**src/rtl/rom_image_loader.sv**
```systemverilog
// rom_image_loader: sweeps the boot ROM, packs bytes into words, writes memory.
// Optional byte checksum enabled by defining ROM_LOADER_CHECKSUM_EN.
module rom_image_loader #(
  parameter logic [31:0] BASE_ADDRESS = 32'h0000_0000,
  parameter int unsigned MAX_BYTES    = 65536
) (
  input  logic        clock,
  input  logic        reset,
  input  logic        start,
  output logic [31:0] rom_address,
  input  logic [7:0]  rom_byte,
  input  logic        rom_done,
  output logic        mem_write_valid,
  input  logic        mem_write_ready,
  output logic [31:0] mem_write_address,
  output logic [31:0] mem_write_data,
  output logic        cpu_reset,
  output logic        load_complete,
  output logic        load_error,
  output logic [31:0] checksum
);

  typedef enum logic [1:0] {
    S_IDLE,
    S_FETCH,
    S_WRITE,
    S_DONE
  } state_t;

  localparam logic [31:0] LP_GUARD = 32'(MAX_BYTES - 1);

  state_t      r_state;
  state_t      w_state_next;
  logic [31:0] r_rom_address;
  logic [31:0] r_buf;
  logic        r_last;
  logic        r_err;

  logic [1:0]  w_lane;
  logic        w_guard;
  logic        w_close;
  logic        w_begin;
  logic [31:0] w_buf_fill;

  assign w_lane  = r_rom_address[1:0];
  assign w_guard = (r_rom_address == LP_GUARD);
  assign w_close = (w_lane == 2'd3) || rom_done || w_guard;
  assign w_begin = start &&
                   ((r_state == S_IDLE) || (r_state == S_DONE));

  // Merge the current ROM byte into its lane of the word buffer.
  always_comb begin
    w_buf_fill = r_buf;
    w_buf_fill[8*w_lane +: 8] = rom_byte;
  end

  // State register.
  always_ff @(posedge clock) begin
    if (reset) begin
      r_state <= S_IDLE;
    end else begin
      r_state <= w_state_next;
    end
  end

  // Next-state and state-decoded outputs.
  always_comb begin
    w_state_next    = r_state;
    mem_write_valid = 1'b0;
    cpu_reset       = 1'b1;
    load_complete   = 1'b0;
    load_error      = 1'b0;
    unique case (r_state)
      S_IDLE: begin
        if (start) begin
          w_state_next = S_FETCH;
        end
      end
      S_FETCH: begin
        if (w_close) begin
          w_state_next = S_WRITE;
        end
      end
      S_WRITE: begin
        mem_write_valid = 1'b1;
        if (mem_write_ready) begin
          w_state_next = r_last ? S_DONE : S_FETCH;
        end
      end
      S_DONE: begin
        cpu_reset     = 1'b0;
        load_complete = 1'b1;
        load_error    = r_err;
        if (start) begin
          w_state_next = S_FETCH;
          cpu_reset    = 1'b0;
        end
      end
      default: begin
        w_state_next = S_IDLE;
      end
    endcase
  end

  // Address sweep, word packing and end-of-image bookkeeping.
  always_ff @(posedge clock) begin
    if (reset) begin
      r_rom_address <= '0;
      r_buf         <= '0;
      r_last        <= 1'b0;
      r_err         <= 1'b0;
    end else begin
      unique case (r_state)
        S_IDLE, S_DONE: begin
          if (start) begin
            r_rom_address <= '0;
            r_buf         <= '0;
            r_last        <= 1'b0;
            r_err         <= 1'b0;
          end
        end
        S_FETCH: begin
          r_buf <= w_buf_fill;
          if (w_close) begin
            r_last <= rom_done || w_guard;
            r_err  <= w_guard && !rom_done;
          end else begin
            r_rom_address <= r_rom_address + 32'd1;
          end
        end
        S_WRITE: begin
          if (mem_write_ready && !r_last) begin
            r_rom_address <= r_rom_address + 32'd1;
            r_buf         <= '0;
          end
        end
        default: begin
        end
      endcase
    end
  end

  assign rom_address       = r_rom_address;
  assign mem_write_address = BASE_ADDRESS +
                             {r_rom_address[31:2], 2'b00};
  assign mem_write_data    = r_buf;

`ifdef ROM_LOADER_CHECKSUM_EN
  logic [31:0] r_checksum;

  // Running modulo-2^32 sum of every byte taken from the ROM.
  always_ff @(posedge clock) begin
    if (reset) begin
      r_checksum <= '0;
    end else if (w_begin) begin
      r_checksum <= '0;
    end else if (r_state == S_FETCH) begin
      r_checksum <= r_checksum + {24'd0, rom_byte};
    end
  end

  assign checksum = r_checksum;
`else
  logic w_unused_begin;

  assign w_unused_begin = w_begin;
  assign checksum       = 32'd0;
`endif

endmodule
```
**config.mk**
```make
export PLATFORM = sky130hd
export DESIGN_NAME = rom_image_loader
export DESIGN_NICKNAME = d
export VERILOG_FILES = /design/src/rtl/rom_image_loader.sv
export SDC_FILE = /design/constraint.sdc
export NUM_CORES = 1
export LEC_CHECK = 0
export ABC_AREA = 1
export CAP_MARGIN = 10
export CORE_ASPECT_RATIO = 1.2
export CORE_UTILIZATION = 47
export DETAILED_ROUTE_END_ITERATION = 7
export PLACE_DENSITY = 0.86
export SLEW_MARGIN = 20
export SYNTH_ARGS = -nofsm -noshare
export SYNTH_HDL_FRONTEND = slang
export SYNTH_SLANG_ARGS = --single-unit
```
**constraint.sdc**
```tcl
create_clock -name clock -period 2.35 [get_ports clock]
set_input_delay 0.235 -clock clock [delete_from_list [all_inputs] [get_ports clock]]
set_output_delay 0.235 -clock clock [all_outputs]
set_load 0.05 [all_outputs]
```
==> flow_summary.ini <==
[worst_setup_path]
crit_fanout = 5
r2r_slack_ns = 0.29
end_kind = output port
start_kind = flip-flop
path_class = flip-flop to output port
required_ns = 2.12
worstPathArrival_ns = 1.88

[synthesis]
yosysMostFrequentCell = nand2_1
synth_cell_types = 36
synth.top_cell.area_share_pct = 31.6
synth_top_flop_cell = dfxtp_1
syn_area_mm2 = 0.00431
synth_area_leaders = dfxtp_1, nand2_1, buf_4
syn_avg_cell_area_um2 = 6.55
synth-seq-cells = 68
ys_top_cells_by_count = nand2_1, nor2_1, inv_1, dfxtp_1, buf_4
syn_inst = 659
synth_edf_count = 0
yosysTopAreaCell = dfxtp_1
async_reset_ff_share_pct = 0
yosysSeqAreaShare_pct = 31.6
ys_warn_count = 0

[cts]
path_clk_slew_ns = 0.08
cts_tree = built
hold_buffers = 0
clock_latency_ns = 0.34
clock_sinks = 68
cts_max_level = 3
cts_buffers = 9
clockRootBuffer = clkbuf_8
clk_path_buf_depth = 2

[cells_and_area]
utilization_pct = 60.9
fin_area_mm2 = 0.00533
n_antenna_cell = 0
syn_to_final_growth_pct = 23.5
fin_nets = 762
drive_gt1_share_pct = 5.64
fill_cells = 813

[route]
drt_wl_total_um = 11600
viasPerCell = 5.01
postRouteAntennaNets = 0
drt_iter0_drc = 263
wire_per_inst_um = 13.5
drc = 0
vias = 4321
drt-pass1-iter-count = 5

[power]
vdd_drop_max_v = 0.00101
switchingPower_mw = 2.52
power_leakage_nw = 2.07
combPwrFrac_pct = 54.1
p_seq_share_pct = 29.2
switching_share_pct = 50.0
p_int_mw = 2.52
clkPwrFrac_pct = 16.6
cellPowerDensity_mw_per_mm2 = 946

[floorplanning]
pin_count = 145
die_x_um = 89.5
coreArea_mm2 = 0.00875
die_h_um = 107
start_util_pct = 49.3
die-area_mm2 = 0.00957
rows = 37

[global_routing]
grt_pass1_wl_um = 18700
grt_pass1_vias = 4046
antenna_found_initial = 0
overflow = 0
grt_max_degree = 36
grtUsageTotal_pct = 25.3

[placed_design]
io_buffers = 110
pre_cts_slack_ns = 0.210
dp_hpwl_um = 8780
place_area_mm2 = 0.00516
gp_congestion = 0.886

[sta]
finalMaxSlewViolations = 0
setup_viol = 0
hold_violations = 0
rsz0062_at_grt = false
whs_ns = 0.460
fmax_mhz = 472
post-route-worst-setup-slack_ns = 0.231
skew_ns = 0.00915
fin_crit_sh_pct = 90.2
period_needed_ns = 2.12
tightest_slew_ns = 0.591
slew_headroom_pct = 60.6
finalSetupTns_ns = 0

[status]
run_status = finished, final reports clean

[flow_run]
drv_cap = 0

[min_path]
hold_path_class = flip-flop to flip-flop
-- power by group through the flow --
| stage | combinational [mW] | sequential (mW) | clock (mW) |
|---|---|---|---|
| 2_1_floorplan | 1.52 | 2.08 | 0 |
| 3_3_place_gp | 2.63 | 1.49 | 0 |
| 3_5_place_dp | 2.70 | 1.49 | 0 |
| 4_1_cts | 2.71 | 1.47 | 0.860 |
| 5_1_grt | 2.92 | 1.50 | 0.921 |
| 6_report | 2.73 | 1.47 | 0.839 |
-- state kept, by name (all words and copies together), names as in the netlist --
signal / cells
r_err: 1
r_state: 2
r_last: 1
rom_address: 32
mem_write_data: 32
-- logic make-up (layout without fill, tap and decap cells) --
logic type | after synthesis | count (layout) | share of synthesized area, %
buffers and inverters | 157 | 210 | 20.3
adders and majority gates | 9 | 9 | 2.61
AOI/OAI and AO/OA | 85 | 85 | 11.6
DFF | 68 | 68 | 31.6
and+or+nand+nor | 339 | 339 | 33.8
other | 1 | 34 | 0.0869
-- metal layers --
| layer | up-vias | routed length [um] | track usage [%] | share of wire [%] |
|---|---|---|---|---|
| met5 | - | 0 | 0 | 0 |
| met4 | 0 | 379 | 11.3 | 3.3 |
| met3 | 32 | 728 | 6.47 | 6.3 |
| met2 | 193 | 6050 | 45.3 | 52 |
| met1 | 1944 | 4480 | 27.5 | 39 |
| li1 | 2152 | - | - | - |
-- worst paths after layout --
path	depth (start not counted)	endpoint	startpoint
setup / recovery	4	load_error	r_state[0]$_SDFFE_PP0P_
hold / removal	2	mem_write_data[24]$_SDFFE_PP0P_	mem_write_data[24]$_SDFFE_PP0P_
setup reg to reg	6	mem_write_data[19]$_SDFFE_PP0P_	rom_address[1]$_SDFFE_PP0P_
hold reg to reg	2	mem_write_data[24]$_SDFFE_PP0P_	mem_write_data[24]$_SDFFE_PP0P_
-- through the flow --
step / power [mW] / std cells
2_1_floorplan: 3.60 / 692
4_1_cts: 5.05 / 862
5_1_grt: 5.34 / 862
3_5_place_dp: 4.18 / 846
3_3_place_gp: 4.13 / 846
6_report: 5.04 / 862
-- area by class of cell --
class                      count  area, um2  share of cell area [%]
tap                          117        146                    2.75
timing repair buffer         116       1150                    21.5
clock inverter                 6       41.3                   0.775
multi-input combinational    467       2210                    41.4
inverter                      78        300                    5.63
sequential                    68       1360                    25.5
clock buffer                  10        128                    2.39
-- what timing repair did --
item	in CTS	in global routing
setup endpoints to repair	0	2
buffers inserted	0	0
gates resized for setup	0	1
hold endpoints to repair	0	0
-- cells in the final DEF, fill, tap and decap left out, types with 4 or more instances in the layout --
cell             count
a211oi_1            16
o21ai_0             15
o21ai_2              4
o21ai_1              9
a21oi_1             34
buf_4                6
nor2_1             109
nand2_1            155
conb_1              34
nand3_1             54
dfxtp_1             68
clkdlybuf4s50_1    110
ha_1                 9
clkbuf_8             9
inv_1               75
-- worst max-delay path, cell delays in order, from the launching register on --
cell,delay (ns)
dfxtp_1,0.41
ha_1,0.22
nand2_1,0.06
inv_1,0.05
clkdlybuf4s50_1,0.80
No activity file was read; power rests on OpenSTA's default activity.
